--- config.mk ---
export PLATFORM = sky130hd
export DESIGN_NAME = load_store_unit_flat
export DESIGN_NICKNAME = d
export VERILOG_FILES = /design/src/rtl/load_store_unit_pkg.sv /design/src/rtl/load_store_unit_if.sv /design/src/rtl/load_store_unit_store_align.sv /design/src/rtl/load_store_unit.sv /design/src/flat_wrapper.sv
export SDC_FILE = /design/constraint.sdc
export NUM_CORES = 1
export LEC_CHECK = 0
export BUFFER_PORTS_ARGS = -buffer_cell sky130_fd_sc_hd__buf_2
export CORE_MARGIN = 10
export CORE_UTILIZATION = 46
export DETAILED_ROUTE_END_ITERATION = 16
export GPL_TIMING_DRIVEN = 1
export PLACE_DENSITY = 0.79
export SLEW_MARGIN = 20
export SYNTH_ARGS = -nofsm -noshare
export SYNTH_HDL_FRONTEND = slang
export SYNTH_SLANG_ARGS = --single-unit
--- constraint.sdc ---
create_clock -name clk -period 1.6 [get_ports clk]
set_input_delay 0.32 -clock clk [delete_from_list [all_inputs] [get_ports clk]]
set_output_delay 0.32 -clock clk [all_outputs]
set_load 0.005 [all_outputs]
--- src/rtl/load_store_unit_pkg.sv ---
// Shared definitions for the load/store unit: funct3 encodings, access-size
// encodings, FSM state encoding and the misalignment helper.
package load_store_unit_pkg;

  // RISC-V funct3 encodings for loads and stores.
  localparam logic [2:0] FNC_LB  = 3'b000;
  localparam logic [2:0] FNC_LH  = 3'b001;
  localparam logic [2:0] FNC_LW  = 3'b010;
  localparam logic [2:0] FNC_LBU = 3'b100;
  localparam logic [2:0] FNC_LHU = 3'b101;
  localparam logic [2:0] FNC_SB  = 3'b000;
  localparam logic [2:0] FNC_SH  = 3'b001;
  localparam logic [2:0] FNC_SW  = 3'b010;

  // Access size, taken from funct3[1:0].
  typedef enum logic [1:0] {
    SZ_B = 2'b00,
    SZ_H = 2'b01,
    SZ_W = 2'b10
  } size_e;

  typedef enum logic [1:0] {
    StIdle     = 2'b00,
    StIssue    = 2'b01,
    StWaitResp = 2'b10
  } lsu_state_e;

  // funct3[1:0] = 11 is treated as a word access.
  function automatic size_e size_of(input logic [2:0] func3);
    case (func3[1:0])
      2'b00:   return SZ_B;
      2'b01:   return SZ_H;
      default: return SZ_W;
    endcase
  endfunction

  function automatic logic is_misaligned(input size_e sz, input logic [1:0] offset);
    case (sz)
      SZ_H:    return offset[0];
      SZ_W:    return |offset;
      default: return 1'b0;
    endcase
  endfunction

endpackage

--- src/rtl/load_store_unit_if.sv ---
// Bundle of the execute-side, memory-side and load-result signals of the
// load/store unit.
//   master : the load/store unit itself
//   slave  : the surrounding pipeline / memory model
interface load_store_unit_if #(
  parameter int unsigned WIDTH      = 32,
  parameter int unsigned ADDR_WIDTH = 32
) ();

  // Execute stage -> LSU
  logic                  ex_valid;
  logic                  ex_is_load;
  logic                  ex_is_store;
  logic [2:0]            ex_func3;
  logic [ADDR_WIDTH-1:0] ex_addr;
  logic [WIDTH-1:0]      ex_wdata;
  logic [4:0]            ex_rd;
  logic                  lsu_ready;

  // LSU <-> data memory
  logic                  mem_req_valid;
  logic                  mem_req_ready;
  logic [ADDR_WIDTH-1:0] mem_addr;
  logic [3:0]            mem_we;
  logic [WIDTH-1:0]      mem_wdata;
  logic                  mem_resp_valid;
  logic [WIDTH-1:0]      mem_resp_data;

  // LSU -> load extension / writeback
  logic                  ld_valid;
  logic [WIDTH-1:0]      ld_data_raw;
  logic [2:0]            ld_func3;
  logic [1:0]            ld_offset;
  logic [4:0]            ld_rd;
  logic                  st_done;
  logic                  misalign_exc;

  modport master (
    input  ex_valid, ex_is_load, ex_is_store, ex_func3, ex_addr, ex_wdata, ex_rd,
    input  mem_req_ready, mem_resp_valid, mem_resp_data,
    output lsu_ready, mem_req_valid, mem_addr, mem_we, mem_wdata,
    output ld_valid, ld_data_raw, ld_func3, ld_offset, ld_rd, st_done, misalign_exc
  );

  modport slave (
    output ex_valid, ex_is_load, ex_is_store, ex_func3, ex_addr, ex_wdata, ex_rd,
    output mem_req_ready, mem_resp_valid, mem_resp_data,
    input  lsu_ready, mem_req_valid, mem_addr, mem_we, mem_wdata,
    input  ld_valid, ld_data_raw, ld_func3, ld_offset, ld_rd, st_done, misalign_exc
  );

endinterface

--- src/rtl/load_store_unit_store_align.sv ---
// Combinational store lane alignment.
//   size_i   : access size
//   offset_i : byte offset within the word
//   wdata_i  : rs2 store data
//   we_o     : byte write enables
//   wdata_o  : store data replicated onto every lane of its size
// A misaligned half uses only offset[1]; a word ignores the offset entirely.
module load_store_unit_store_align
  import load_store_unit_pkg::*;
#(
  parameter int unsigned Width = 32
) (
  input  size_e            size_i,
  input  logic [1:0]       offset_i,
  input  logic [Width-1:0] wdata_i,
  output logic [3:0]       we_o,
  output logic [Width-1:0] wdata_o
);

  always_comb begin
    we_o    = 4'b1111;
    wdata_o = wdata_i;
    case (size_i)
      SZ_B: begin
        we_o    = 4'b0001 << offset_i;
        wdata_o = {4{wdata_i[7:0]}};
      end
      SZ_H: begin
        we_o    = offset_i[1] ? 4'b1100 : 4'b0011;
        wdata_o = {2{wdata_i[15:0]}};
      end
      default: begin
        we_o    = 4'b1111;
        wdata_o = wdata_i;
      end
    endcase
  end

endmodule

--- src/rtl/load_store_unit.sv ---
// Memory-access stage: accepts one load/store from execute, issues it to data
// memory over a valid/ready request, and returns load words (unextended) with
// their funct3, byte offset and destination register.
//   clk, rst : core clock, synchronous active-high reset
//   bus      : load_store_unit_if.master (execute, memory and load-result signals)
// All outputs are registered.
// Optional feature LSU_MISALIGN_TRAP_EN: misaligned half/word ops are dropped at
// accept and misalign_exc pulses instead; otherwise misalign_exc is always 0.
module load_store_unit
  import load_store_unit_pkg::*;
#(
  parameter int unsigned WIDTH      = 32,
  parameter int unsigned ADDR_WIDTH = 32
) (
  input logic                   clk,
  input logic                   rst,
  load_store_unit_if.master     bus
);

  lsu_state_e            state_q;
  logic                  is_load_q;
  logic [2:0]            func3_q;
  logic [1:0]            offset_q;
  logic [4:0]            rd_q;

  logic                  lsu_ready_q;
  logic                  req_valid_q;
  logic [ADDR_WIDTH-1:0] addr_q;
  logic [3:0]            we_q;
  logic [WIDTH-1:0]      wdata_q;
  logic                  ld_valid_q;
  logic [WIDTH-1:0]      ld_data_q;
  logic [2:0]            ld_func3_q;
  logic [1:0]            ld_offset_q;
  logic [4:0]            ld_rd_q;
  logic                  st_done_q;
  logic                  misalign_q;

  size_e            ex_size;
  logic [3:0]       align_we;
  logic [WIDTH-1:0] align_wdata;
  logic             accept;
  logic             trap;

  assign ex_size = size_of(bus.ex_func3);
  assign accept  = bus.ex_valid & (bus.ex_is_load | bus.ex_is_store);

`ifdef LSU_MISALIGN_TRAP_EN
  assign trap = is_misaligned(ex_size, bus.ex_addr[1:0]);
`else
  assign trap = 1'b0;
`endif

  load_store_unit_store_align #(
    .Width (WIDTH)
  ) u_store_align (
    .size_i   (ex_size),
    .offset_i (bus.ex_addr[1:0]),
    .wdata_i  (bus.ex_wdata),
    .we_o     (align_we),
    .wdata_o  (align_wdata)
  );

  always_ff @(posedge clk) begin
    if (rst) begin
      state_q     <= StIdle;
      is_load_q   <= 1'b0;
      func3_q     <= '0;
      offset_q    <= '0;
      rd_q        <= '0;
      lsu_ready_q <= 1'b1;
      req_valid_q <= 1'b0;
      addr_q      <= '0;
      we_q        <= '0;
      wdata_q     <= '0;
      ld_valid_q  <= 1'b0;
      ld_data_q   <= '0;
      ld_func3_q  <= '0;
      ld_offset_q <= '0;
      ld_rd_q     <= '0;
      st_done_q   <= 1'b0;
      misalign_q  <= 1'b0;
    end else begin
      // Pulse outputs default low.
      ld_valid_q <= 1'b0;
      st_done_q  <= 1'b0;
      misalign_q <= 1'b0;
      case (state_q)
        StIdle: begin
          if (accept) begin
            if (trap) begin
              misalign_q <= 1'b1;
            end else begin
              // Load wins when both flags are set.
              is_load_q   <= bus.ex_is_load;
              func3_q     <= bus.ex_func3;
              offset_q    <= bus.ex_addr[1:0];
              rd_q        <= bus.ex_rd;
              addr_q      <= {bus.ex_addr[ADDR_WIDTH-1:2], 2'b00};
              we_q        <= bus.ex_is_load ? 4'b0000 : align_we;
              wdata_q     <= bus.ex_is_load ? '0 : align_wdata;
              req_valid_q <= 1'b1;
              lsu_ready_q <= 1'b0;
              state_q     <= StIssue;
            end
          end
        end
        StIssue: begin
          if (bus.mem_req_ready) begin
            req_valid_q <= 1'b0;
            if (is_load_q) begin
              state_q <= StWaitResp;
            end else begin
              st_done_q   <= 1'b1;
              lsu_ready_q <= 1'b1;
              state_q     <= StIdle;
            end
          end
        end
        StWaitResp: begin
          if (bus.mem_resp_valid) begin
            ld_valid_q  <= 1'b1;
            ld_data_q   <= bus.mem_resp_data;
            ld_func3_q  <= func3_q;
            ld_offset_q <= offset_q;
            ld_rd_q     <= rd_q;
            lsu_ready_q <= 1'b1;
            state_q     <= StIdle;
          end
        end
        default: begin
          state_q     <= StIdle;
          req_valid_q <= 1'b0;
          lsu_ready_q <= 1'b1;
        end
      endcase
    end
  end

  assign bus.lsu_ready     = lsu_ready_q;
  assign bus.mem_req_valid = req_valid_q;
  assign bus.mem_addr      = addr_q;
  assign bus.mem_we        = we_q;
  assign bus.mem_wdata     = wdata_q;
  assign bus.ld_valid      = ld_valid_q;
  assign bus.ld_data_raw   = ld_data_q;
  assign bus.ld_func3      = ld_func3_q;
  assign bus.ld_offset     = ld_offset_q;
  assign bus.ld_rd         = ld_rd_q;
  assign bus.st_done       = st_done_q;
  assign bus.misalign_exc  = misalign_q;

endmodule

--- src/flat_wrapper.sv ---
// flat-port wrapper written by rule: the top's interface ports become plain ports
module load_store_unit_flat import load_store_unit_pkg::*;
#(
  parameter int unsigned WIDTH      = 32,
  parameter int unsigned ADDR_WIDTH = 32
)
  (clk, rst, bus_ex_valid, bus_ex_is_load, bus_ex_is_store, bus_ex_func3, bus_ex_addr, bus_ex_wdata, bus_ex_rd, bus_mem_req_ready, bus_mem_resp_valid, bus_mem_resp_data, bus_lsu_ready, bus_mem_req_valid, bus_mem_addr, bus_mem_we, bus_mem_wdata, bus_ld_valid, bus_ld_data_raw, bus_ld_func3, bus_ld_offset, bus_ld_rd, bus_st_done, bus_misalign_exc);
  load_store_unit_if #(.WIDTH(WIDTH), .ADDR_WIDTH(ADDR_WIDTH)) bus_i ();
  input logic clk;
  input logic rst;
  input wire logic [$bits(bus_i.ex_valid)-1:0] bus_ex_valid;
  input wire logic [$bits(bus_i.ex_is_load)-1:0] bus_ex_is_load;
  input wire logic [$bits(bus_i.ex_is_store)-1:0] bus_ex_is_store;
  input wire logic [$bits(bus_i.ex_func3)-1:0] bus_ex_func3;
  input wire logic [$bits(bus_i.ex_addr)-1:0] bus_ex_addr;
  input wire logic [$bits(bus_i.ex_wdata)-1:0] bus_ex_wdata;
  input wire logic [$bits(bus_i.ex_rd)-1:0] bus_ex_rd;
  input wire logic [$bits(bus_i.mem_req_ready)-1:0] bus_mem_req_ready;
  input wire logic [$bits(bus_i.mem_resp_valid)-1:0] bus_mem_resp_valid;
  input wire logic [$bits(bus_i.mem_resp_data)-1:0] bus_mem_resp_data;
  output wire logic [$bits(bus_i.lsu_ready)-1:0] bus_lsu_ready;
  output wire logic [$bits(bus_i.mem_req_valid)-1:0] bus_mem_req_valid;
  output wire logic [$bits(bus_i.mem_addr)-1:0] bus_mem_addr;
  output wire logic [$bits(bus_i.mem_we)-1:0] bus_mem_we;
  output wire logic [$bits(bus_i.mem_wdata)-1:0] bus_mem_wdata;
  output wire logic [$bits(bus_i.ld_valid)-1:0] bus_ld_valid;
  output wire logic [$bits(bus_i.ld_data_raw)-1:0] bus_ld_data_raw;
  output wire logic [$bits(bus_i.ld_func3)-1:0] bus_ld_func3;
  output wire logic [$bits(bus_i.ld_offset)-1:0] bus_ld_offset;
  output wire logic [$bits(bus_i.ld_rd)-1:0] bus_ld_rd;
  output wire logic [$bits(bus_i.st_done)-1:0] bus_st_done;
  output wire logic [$bits(bus_i.misalign_exc)-1:0] bus_misalign_exc;
  assign bus_i.ex_valid = bus_ex_valid;
  assign bus_i.ex_is_load = bus_ex_is_load;
  assign bus_i.ex_is_store = bus_ex_is_store;
  assign bus_i.ex_func3 = bus_ex_func3;
  assign bus_i.ex_addr = bus_ex_addr;
  assign bus_i.ex_wdata = bus_ex_wdata;
  assign bus_i.ex_rd = bus_ex_rd;
  assign bus_i.mem_req_ready = bus_mem_req_ready;
  assign bus_i.mem_resp_valid = bus_mem_resp_valid;
  assign bus_i.mem_resp_data = bus_mem_resp_data;
  assign bus_lsu_ready = bus_i.lsu_ready;
  assign bus_mem_req_valid = bus_i.mem_req_valid;
  assign bus_mem_addr = bus_i.mem_addr;
  assign bus_mem_we = bus_i.mem_we;
  assign bus_mem_wdata = bus_i.mem_wdata;
  assign bus_ld_valid = bus_i.ld_valid;
  assign bus_ld_data_raw = bus_i.ld_data_raw;
  assign bus_ld_func3 = bus_i.ld_func3;
  assign bus_ld_offset = bus_i.ld_offset;
  assign bus_ld_rd = bus_i.ld_rd;
  assign bus_st_done = bus_i.st_done;
  assign bus_misalign_exc = bus_i.misalign_exc;
  load_store_unit #(.WIDTH(WIDTH), .ADDR_WIDTH(ADDR_WIDTH)) u_core (.clk(clk), .rst(rst), .bus(bus_i));
endmodule
== Word level (Yosys, flattened, before mapping) ==
Cells that the tools add are included.

* Equal/unequal tests: 8
* Shift-type cells: 1
* Mux-type cells: 21
* Bitwise logic cells: 5
* Reductions and logical operators: 10

{| class="wikitable"
|+ Operators with widths
! cell !! number
|-
| 32-bit case mux with 2 select lines || 1
|-
| 32-bit two-way mux || 1
|-
| 1-bit two-way mux || 8
|-
| 2-bit two-way mux || 4
|-
| 4-bit two-way mux || 2
|-
| 4-bit case mux with 2 select lines || 1
|-
| 2-bit by 1-bit == test with 1-bit output, second input constant || 3
|-
| 2-bit zero test || 3
|-
| 2-bit != test, second input constant || 3
|-
| 1-bit case mux with 3 select lines || 2
|-
| 2-bit case mux with 3 select lines || 1
|-
| 3-bit AND reduction || 2
|-
| 2-bit case mux with 2 select lines || 1
|-
| 2-bit AND reduction || 2
|-
| 4-bit AND reduction || 1
|-
| 1-bit by 2-bit << shifter with 4-bit output, first input constant || 1
|-
| 1-bit NOT || 3
|-
| 3-bit OR reduction || 1
|-
| 2-bit == test, second input constant || 1
|-
| 2-bit by 1-bit != test with 1-bit output, second input constant || 1
|-
| 2-bit OR reduction || 1
|-
| 1-bit AND || 1
|-
| 1-bit bitwise OR || 1
|}

* Bits in registers: 125
* Bits of input ports: 111
* Output and inout bits: 115
* Logic and storage cells: 61

== Depth between registers and ports, before layout ==
Gate-level depths: netlist of the first run.

* Depth in word-level cells: 5
* Depth in mapped cells: 8
* Gate-level depth less buffers: 4

== By module ==
From an unflattened synthesis of the first run, not the netlist that was laid out.

* Cells, all modules: 648
* Area total of the unflattened synthesis: 5962.0 µm²

{| class="wikitable"
|+ By module, submodules not included
! module !! instances !! cells an instance !! area an instance (µm²) !! seq. area each (µm²)
|-
| load_store_unit || 1 || 588 || 5437.7 || 2502.4
|-
| load_store_unit_store_align || 1 || 60 || 524.3 || 0.0
|}

== Least setup slack after synthesis of the first run ==
OpenSTA, ideal clock, no wires.

* Path type: reg2reg
* Start: register u_core.state_q[0]
* End: register u_core.func3_q[0]
* Setup time: 68 ps
* Data arrival time: 1302 ps
* Data required time: 1532 ps
* Setup slack: 230 ps
* Stages on the path, launching flop included: 9
* Path buffers: 4
* Period minus slack after synthesis: 1370 ps
* Path through: dfxtp_1 buf_4 nor3b_4 and2b_1 buf_4 buf_6 buf_8 nand2_2 a21oi_2

* Word-level cells in the longest chain between the ends: 2

{| class="wikitable"
|+ RTL lines
! what !! RTL line !! text
|-
| start: declaration || load_store_unit.sv:20 || <nowiki>lsu_state_e state_q;</nowiki>
|-
| start signal: assignment || load_store_unit.sv:66 || <nowiki>state_q <= StIdle;</nowiki>
|-
| start signal: assignment || load_store_unit.sv:104 || <nowiki>state_q <= StIssue;</nowiki>
|-
| start signal: assignment || load_store_unit.sv:112 || <nowiki>state_q <= StWaitResp;</nowiki>
|-
| 2-bit zero test || load_store_unit.sv:88 || <nowiki>case (state_q)</nowiki>
|-
| 2-bit AND reduction (no line) || - ||
|-
| end signal: assignment || load_store_unit.sv:96 || <nowiki>func3_q <= bus.ex_func3;</nowiki>
|-
| end: declaration || load_store_unit.sv:22 || <nowiki>logic [2:0] func3_q;</nowiki>
|}

Every way passes these cells.
A chain may end at the register's enable or synchronous reset.

== Worst setup path in the final report of the first run ==
* Start: register u_core.state_q[0]
* End: register u_core.wdata_q[16], in the netlist u_core.bus.mem_wdata[16]

* Word-level cells in the longest chain between the ends: 2

{| class="wikitable"
|+ RTL lines
! what !! RTL line !! text
|-
| 2-bit zero test || load_store_unit.sv:88 ||
|-
| 2-bit AND reduction (no line) || - ||
|-
| end signal: assignment || load_store_unit.sv:101 || <nowiki>wdata_q <= bus.ex_is_load ? '0 : align_wdata;</nowiki>
|-
| end: declaration || load_store_unit.sv:30 || <nowiki>logic [WIDTH-1:0] wdata_q;</nowiki>
|}

Every way passes these cells.

==> results.md, run 1 <==
| Stage | Result | This run |
|---|---|---|
| route | Number of vias per cell after detailed routing | 4.95 |
| clock network | Number of buffers inserted during clock tree synthesis | 17 |
| setup path | Critical path's largest stage delay | 360 ps |
| route | Total number of vias | 4624 |
| timing | Final critical delay including setup and external delays | 1480 ps |
| power and ir drop | PwrDens | 1130 mW/mm2 |
| placed design | Worst slack at placement | -94.4 ps |
| timing | Highest clock frequency the design can meet | 674 MHz |
| synthesis | Post-synthesis cell type count | 39 |
| timing | Fraction of the cycle the final worst path needs | 92.7% |
| setup path | Number of buffer and inverter instances along the worst setup path | 1 |
| timing | Unrepaired setup endpoints after global routing | no |
| placed design | Placement-stage cell area | 0.00601 mm2 |
| route | DR iter-0 viols | 266 |
| route | Final ANT Viol Nets | 0 |
| timing | Slew Viols, Final | 0 |
| placed design | Gpl congestion | 0.818 |
| synthesis | Post-synthesis register bit count | 125 |
| min path | Min-Delay Path Class | in2reg |
| cells and area | Fin area | 0.00656 mm2 |
| setup path | Reg-to-reg setup timing slack | 120 ps |
| synthesis | Cell types occupying the most area after synthesis | sky130_fd_sc_hd__dfxtp_1, sky130_fd_sc_hd__nand2_1, sky130_fd_sc_hd__a21oi_1 |
| timing | Count of endpoints failing setup in the final report | 0 |
| setup path | Capturing element of the worst setup path | u_core.bus.mem_wdata[16] |
| global routing | Global-route track usage on met2 | 30.7% |
| global routing | Overflow after GRT | 0 |
| setup path | Stages on the worst setup path | 5 |
| route | Drt total wl | 14.5 mm |
| floorplan | Placeable core region | 0.0102 mm2 |
| placed design | Placed instance count | 901 |
| synthesis | Syn Inst Count | 569 |
| cells and area | Fill cell instance count of the final layout | 877 |
| cells and area | Final net count | 896 |
| global routing | Met3 track demand over resource | 9.57% |
| route | Remaining design rule violation count | 0 |
| setup path | Critical path's top delay family | simple AND/OR/NAND/NOR gates |
| setup path | Type of element launching the critical path | flip-flop |
| global routing | Wire length of the first global-routing pass | 22.9 mm |
| power and ir drop | Static power due to leakage | 2.95 nW |
| setup path | Setup crit start | u_core.state_q[0] |
| cells and area | Layout overhead on the synthesized area | 37.0% |
| setup path | Crit. End Element | flip-flop |
| run | Max Cap Viol | 0 |
| setup path | R2r endpoint | u_core.bus.mem_wdata[16] |
| floorplan | Top-level I/O count | 226 |
| clock network | Worst-Skew Late Latency | 510 ps |
| synthesis | Cell taking the most area after synthesis | sky130_fd_sc_hd__dfxtp_1 |
| route | Initial DRT Pass Iterations | 4 |
| floorplan | Starting utilization of the core area | 46.8% |
| setup path | CP max FO | 15 |
| timing | Worst slew margin relative to its limit | 54.5% |
| global routing | Maximum number of pins on one net before global-route repair | 82 |
| floorplan | Die Footprint | 0.0149 mm2 |
| setup path | Crit path cell chain | nor3b_4, o21ai_4, buf_4, or3_1, a21oi_1 |
| setup path | Required time of the critical path | 2040 ps |
| floorplan | Width of the die | 122 um |
| timing | Transition time of the tightest slew-check pin | 681 ps |
| clock network | Reg clk slew, reported paths | 60 ps |
| synthesis | Seq/Total Area, Yosys | 52.2% |
| setup path | Crit Reg-Reg Startpoint | u_core.state_q[0] |
| route | WL per Instance | 15.5 um |
| power and ir drop | Post-route total power | 7.40 mW |
| timing | Final setup margin | 116 ps |
| timing | Clk_skew | 5.78 ps |
| global routing | Fraction of met1 tracks used by global routing | 21.3% |
| global routing | Via count of the first global-routing pass | 4602 |
| setup path | Arr. time, crit path | 1920 ps |
| synthesis | EDFF count, synth | 0 |
| synthesis | Cell area after synthesis | 0.00479 mm2 |
| clock network | Number of buffers inserted by hold repair at cts | 0 |
| synthesis | Proportion of register bits with asynchronous set or reset after synthesis | 0% |
| global routing | Most heavily used metal layer in global routing | met2 |
| clock network | Root buffer selected by CTS | sky130_fd_sc_hd__clkbuf_8 |
| clock network | CTS sink cnt | 125 |
| floorplan | Vertical die dimension | 122 um |
| setup path | Number of cells on the worst reg-to-reg path | 5 |
| synthesis | Primary flip-flop cell chosen by synthesis mapping | sky130_fd_sc_hd__dfxtp_1 |
| setup path | Category of the most critical setup path | reg2reg |
| placed design | Dpl hpwl | 11.0 mm |
| run status | Status | finished clean |
| floorplan | Number of standard-cell rows in the floorplan | 37 |
| global routing | Number of antenna violations at the first check in global routing | 1 |
| synthesis | Synthesis Warnings | 0 |
| cells and area | Number of cells in the finished layout apart from fillers | 935 |
| global routing | Global routing usage summed across all routing layers | 18.9% |
| power and ir drop | VDD IR-drop max | 0.516 mV |
| synthesis | Fraction of synthesized cell area taken by the top area cell type | 52.2% |
| setup path | Critical Path Slowest Stage Cell | sky130_fd_sc_hd__or3_1 |
| timing | Worst-case hold slack | 43.9 ps |
| timing | Final hold vios | 0 |
| cells and area | Share of cells above drive strength 1 | 38.1% |
| synthesis | Avg Cell Area, Syn | 8.42 um2 |
| clock network | CTS tree | done |
| clock network | Clk buf depth | 2 |
| placed design | Port Buffers | 222 |
| clock network | Number of gates resized after CTS | 0 |
| clock network | CTS HTree Levels | 4 |
[worst min path at each step]
stage | startpoint | cells past startpoint | to
global route | bus_ex_addr[22] | 3 | u_core.bus.mem_addr[22]
detailed placement | u_core.bus.mem_addr[12] | 2 | u_core.bus.mem_addr[12]
finish | bus_ex_func3[2] | 3 | u_core.func3_q[2]
CTS | bus_ex_addr[24] | 3 | u_core.bus.mem_addr[24]
floorplan | u_core.is_load_q | 1 | u_core.bus.st_done
global placement | u_core.offset_q[0] | 2 | u_core.bus.ld_offset[0]
[state kept, by name, summed over array words and instances (netlist names), 3 cells and up]
signal	cells
u_core.bus.ld_data_raw	32
u_core.bus.ld_func3	3
u_core.bus.ld_rd	5
u_core.bus.mem_addr	30
u_core.bus.mem_wdata	32
u_core.bus.mem_we	4
u_core.func3_q	3
u_core.rd_q	5
[through the flow]
| step | util (%) | TNS [ps] |
|---|---|---|
| final | 64.2 | 0 |
| after global routing | 64.1 | 0 |
| after CTS | 64.1 | 0 |
| after detailed placement | 58.8 | -1220 |
| after global placement | 58.8 | 0 |
| after floorplan | - | 0 |
[layout by cell type, fill, tap and decap left out, drive strengths merged, types with 2 or more instances in the layout]
cell type and n:
or3 8, buf 241, o21ai 12, nand2 185, nor2 22, dfxtp 125
o2bb2ai 16, a21oi 101, clkbuf 21, clkinv 6, mux2 8, mux2i 8
nand3b 13, clkinvlp 4, nand2b 6, nor3b 3, conb 3, inv 2
[metal layers]
metal	vias to the layer above	part of all wire, %
li1	2318	-
met1	2109	40
met2	184	47
met3	13	11
met4	0	1.2
met5	-	0
[worst min-delay path, cell delays in order]
cell                      delay (ps)
sky130_fd_sc_hd__buf_2           100
sky130_fd_sc_hd__nand2_1          40
sky130_fd_sc_hd__a21oi_1          50
[cell type report]
type                    count  area (um2)  area share [%]
flip-flops and latches    125        2500            38.1
multi-input cells         398        2060            31.3
repair buffers            241        1280            19.5
clock buffers              21         449            6.84
well taps                 136         170            2.59
clock inverters            11        93.8            1.43
inverters                   2        7.51           0.114
diodes                      1        2.50          0.0381
[timing repair]
item | 4_1_cts | 5_1_grt
endpoints found under the setup margin | 0 | 4
hold endpoints to repair | 0 | 0
setup buffers | 0 | 1
[synth_stat cells (2+ instances only)]
cell type / instances
sky130_fd_sc_hd__o21ai_1: 10
sky130_fd_sc_hd__a21oi_2: 9
sky130_fd_sc_hd__inv_2: 2
sky130_fd_sc_hd__nand2b_1: 6
sky130_fd_sc_hd__a21oi_1: 92
sky130_fd_sc_hd__mux2i_1: 8
sky130_fd_sc_hd__nand2_2: 9
sky130_fd_sc_hd__buf_4: 6
sky130_fd_sc_hd__nand3b_1: 13
sky130_fd_sc_hd__o2bb2ai_1: 16
sky130_fd_sc_hd__dfxtp_1: 125
sky130_fd_sc_hd__mux2_2: 8
sky130_fd_sc_hd__nor2_1: 21
sky130_fd_sc_hd__or3_1: 8
sky130_fd_sc_hd__buf_6: 2
sky130_fd_sc_hd__buf_2: 20
sky130_fd_sc_hd__nand2_1: 176
sky130_fd_sc_hd__clkbuf_1: 17
[power by group]
group          leakage [nW]  switching [mW]  total [mW]  internal (mW)
Combinational          1.68           0.373       0.688          0.315
Clock                 0.259            1.31        3.43           2.12
Sequential             1.02          0.0554        3.28           3.22
[cell families (layout without fill, tap and decap cells)]
family | count (synthesis) | count (layout) | synth area share, %
other | 1 | 4 | 0.0783
multiplexers | 16 | 16 | 3.55
buffers and inverters | 48 | 275 | 5.30
AO/OA/AOI/OAI | 136 | 136 | 16.6
AND/OR/NAND/NOR | 243 | 243 | 22.2
flip-flops | 125 | 125 | 52.2
Power figures use the tool's default switching activity.
==> inputs of run 2 (changes only) <==
ABC_AREA = 1   (was not set)
CORE_UTILIZATION = 47   (was 46)
PLACE_DENSITY = 0.8   (was 0.79)
==> run 2 against run 1 <==
Compared with the run above:
- clock-buffer cell count fell by 3
- non-clock buffer count fell by 9
- design area rose by 1.7%
- wire length rose by 1.6%
- critical endpoint is now u_core.bus.ld_rd[2]
- largest cell class unchanged
==> results.md, run 2 <==
| Stage | Result | This run | Delta |
|---|---|---|---|
| global routing | Global routing usage summed across all routing layers | 18.6% | -0.30 points |
| clock network | Post-CTS repair timing setup buffer count | 0 | unchanged |
| floorplan | Top-level I/O count | 226 | unchanged |
| synthesis | Post-synthesis cell type count | 22 | -44% |
| setup path | Required time of the critical path | 1960 ps | -80 ps |
| run | Max Cap Viol | 0 | unchanged |
| cells and area | Antenna fix cells | 0 | -1 |
| synthesis | Avg Cell Area, Syn | 7.57 um2 | -10% |
| timing | Clk_skew | 7.45 ps | +1.67 ps |
| cells and area | Util after Layout | 64.7% | +0.52 points |
| route | Total number of vias | 4755 | +2.8% |
| cells and area | Most common library cell in the layout ignoring fill and taps | sky130_fd_sc_hd__buf_2 |  |
| global routing | Maximum number of pins on one net before global-route repair | 74 | -9.8% |
| floorplan | Starting utilization of the core area | 48.3% | +1.4 points |
| timing | Final hold vios | 0 | unchanged |
| synthesis | Cell with the most instances after synthesis | sky130_fd_sc_hd__dfxtp_1 |  |
| cells and area | Area used by multi-input combinational logic | 0.00178 mm2 | -14% |
| synthesis | Post-synthesis register bit count | 125 | unchanged |
| timing | Count of endpoints failing setup in the final report | 0 | unchanged |
| clock network | Clk buf depth | 2 | unchanged |
| global routing | Wire length of the first global-routing pass | 22.8 mm | -0.54% |
| timing | Fraction of the cycle the final worst path needs | 87.9% | -4.8 points |
| route | Initial DRT Pass Iterations | 4 | unchanged |
| floorplan | Placeable core region | 0.0103 mm2 | +0.91% |
| synthesis | Fraction of synthesized cell area taken by the top area cell type | 50.2% | -2.0 points |
| cells and area | Final net count | 976 | +8.9% |
| clock network | Number of gates resized after CTS | 0 | unchanged |
| setup path | Arr. time, crit path | 1770 ps | -150 ps |
| clock network | CTS tree | done |  |
| timing | Final critical delay including setup and external delays | 1410 ps | -76.9 ps |
| route | DR iter-0 viols | 234 | -12% |
| power and ir drop | Post-route total power | 8.09 mW | +9.4% |
| synthesis | EDFF count, synth | 0 | unchanged |
| placed design | Gpl congestion | 0.846 | +3.5% |
| min path | Min-Delay Path Class | in2reg |  |
| cells and area | Share of cells above drive strength 1 | 31.8% | -6.3 points |
| synthesis | Cell area after synthesis | 0.00498 mm2 | +4.0% |
| route | Remaining design rule violation count | 0 | unchanged |
| synthesis | Most frequent cells after synthesis | sky130_fd_sc_hd__dfxtp_1, sky130_fd_sc_hd__a21oi_1, sky130_fd_sc_hd__nand2_1, sky130_fd_sc_hd__inv_1, sky130_fd_sc_hd__o21ai_0 |  |
| synthesis | Primary flip-flop cell chosen by synthesis mapping | sky130_fd_sc_hd__dfxtp_1 |  |
| timing | Unrepaired setup endpoints after global routing | no |  |
| clock network | Reg clk slew, reported paths | 60 ps | about the same |
| power and ir drop | PwrDens | 1210 mW/mm2 | +7.5% |
| timing | Slew Viols, Final | 0 | unchanged |
| global routing | Number of antenna violations at the first check in global routing | 0 | -1 |
| floorplan | Vertical die dimension | 123 um | +0.75% |
| cells and area | Fill cell instance count of the final layout | 950 | +8.3% |
| global routing | Overflow after GRT | 0 | unchanged |
| timing | Total Negative Setup Slacks | 0 ps | unchanged |
| clock network | Worst-Skew Late Latency | 490 ps | -20 ps |
| route | Number of vias per cell after detailed routing | 4.69 | -5.1% |
| synthesis | Cell types occupying the most area after synthesis | sky130_fd_sc_hd__dfxtp_1, sky130_fd_sc_hd__a21oi_1, sky130_fd_sc_hd__nand2_1 |  |
| setup path | Reg-to-reg setup timing slack | 190 ps | +80 ps |
| run status | Status | finished clean |  |
| global routing | Via count of the first global-routing pass | 4611 | +0.20% |
| floorplan | Width of the die | 123 um | +0.75% |
| clock network | Root buffer selected by CTS | sky130_fd_sc_hd__clkbuf_8 |  |
| placed design | Port Buffers | 222 | unchanged |
| power and ir drop | Static power due to leakage | 3.21 nW | +8.6% |
| clock network | Number of buffers inserted by hold repair at cts | 0 | unchanged |
| cells and area | Layout overhead on the synthesized area | 34.0% |  |
| cells and area | Most frequent cells in the layout | sky130_fd_sc_hd__buf_2, sky130_fd_sc_hd__dfxtp_1, sky130_fd_sc_hd__a21oi_1 |  |
| floorplan | Die Footprint | 0.0151 mm2 | +1.5% |
| clock network | Number of buffers inserted during clock tree synthesis | 17 | unchanged |
| synthesis | Cell taking the most area after synthesis | sky130_fd_sc_hd__dfxtp_1 |  |
| setup path | Category of the most critical setup path | reg2reg |  |
| timing | Highest clock frequency the design can meet | 711 MHz | +5.5% |
| power and ir drop | VDD IR-drop max | 0.627 mV | +22% |
| clock network | CTS sink cnt | 125 | unchanged |
| floorplan | Number of standard-cell rows in the floorplan | 37 | unchanged |
| setup path | CP max FO | 53 | +38 |
| placed design | Dpl hpwl | 10.9 mm | -1.0% |
| synthesis | Seq/Total Area, Yosys | 50.2% | -2.0 points |
| setup path | Type of element launching the critical path | flip-flop |  |
| clock network | CTS HTree Levels | 4 | unchanged |
| route | Drt total wl | 14.7 mm | +1.6% |
| synthesis | Proportion of register bits with asynchronous set or reset after synthesis | 0% | unchanged |
| synthesis | Syn Inst Count | 658 | +16% |
| setup path | Crit. End Element | flip-flop |  |
| route | WL per Instance | 14.5 um | -6.3% |
| synthesis | Synthesis Warnings | 0 | unchanged |
| route | Final ANT Viol Nets | 0 | unchanged |
| cells and area | Reg area | 0.00250 mm2 | unchanged |
==> run 2: cell types whose count changed after synthesis, moves of 13 or more <==
cell,before,now
sky130_fd_sc_hd__o21ai_1,10,31
sky130_fd_sc_hd__inv_1,0,111
sky130_fd_sc_hd__nand3b_1,13,0
sky130_fd_sc_hd__a21oi_1,92,122
sky130_fd_sc_hd__nand3_1,1,14
sky130_fd_sc_hd__nand2_1,176,115
sky130_fd_sc_hd__o2bb2ai_1,16,0
sky130_fd_sc_hd__o21ai_0,1,59
==> run 2: layout make-up <==
class	count	share of cell area, %
Clock buffer	18	6.26
Clock inverter	13	2.14
Inverter	114	6.41
Multi-Input combinational cell	375	26.6
Sequential cell	125	37.5
Tap cell	136	2.55
Timing Repair Buffer	232	18.5
==> run 2: final timing paths <==
kind	from	end	cells past startpoint
worst max-delay path	u_core.state_q[1]	u_core.bus.ld_rd[2]	4
worst min-delay path	bus_ex_wdata[1]	u_core.bus.mem_wdata[1]	3
worst max register to register	u_core.state_q[1]	u_core.bus.ld_rd[2]	4
worst min register to register	u_core.bus.ld_offset[0]	u_core.bus.ld_offset[0]	2
==> run 2: kinds of logic (layout without fill, tap and decap cells) <==
family	count (synthesis)	count (layout)	share of synthesized area, %
AOI/OAI and AO/OA	213	213	21.5
buffers and inverters	160	377	14.5
DFF	125	125	50.2
other	1	3	0.0752
and+or+nand+nor	159	159	13.6
==> run 2: critical path, stage by stage, from the launching register on <==
cell and delay [ps]:
sky130_fd_sc_hd__dfxtp_1 470, sky130_fd_sc_hd__nand3_4 220, sky130_fd_sc_hd__buf_12 230, sky130_fd_sc_hd__o21ai_0 240, sky130_fd_sc_hd__a21oi_1 100
==> run 2: stage by stage <==
step / hold slack (ps) / instances / worst slack (ps) / instance area, um2
2_1_floorplan: 420 / 660 / 451 / 4990
3_3_place_gp: 427 / 982 / 237 / 6110
3_5_place_dp: 431 / 982 / 167 / 6110
4_1_cts: 50.1 / 1013 / 42.7 / 6670
5_1_grt: 71.4 / 1013 / 82.4 / 6680
6_report: 81.2 / 1013 / 193 / 6680
==> run 2: power breakdown <==
part	leakage [nW]	internal (mW)	switching [mW]
logic	1.91	0.438	0.579
registers	1.02	3.34	0.109
clock network	0.272	2.22	1.41
==> run 2: layer usage <==
| metal | track usage [%] | up-vias | share of wire, % |
|---|---|---|---|
| met5 | 0 | - | 0 |
| met4 | 4.88 | 0 | 0.69 |
| met3 | 7.20 | 8 | 9.3 |
| met2 | 31.8 | 160 | 49 |
| met1 | 21.5 | 2092 | 41 |
| li1 | - | 2495 | - |
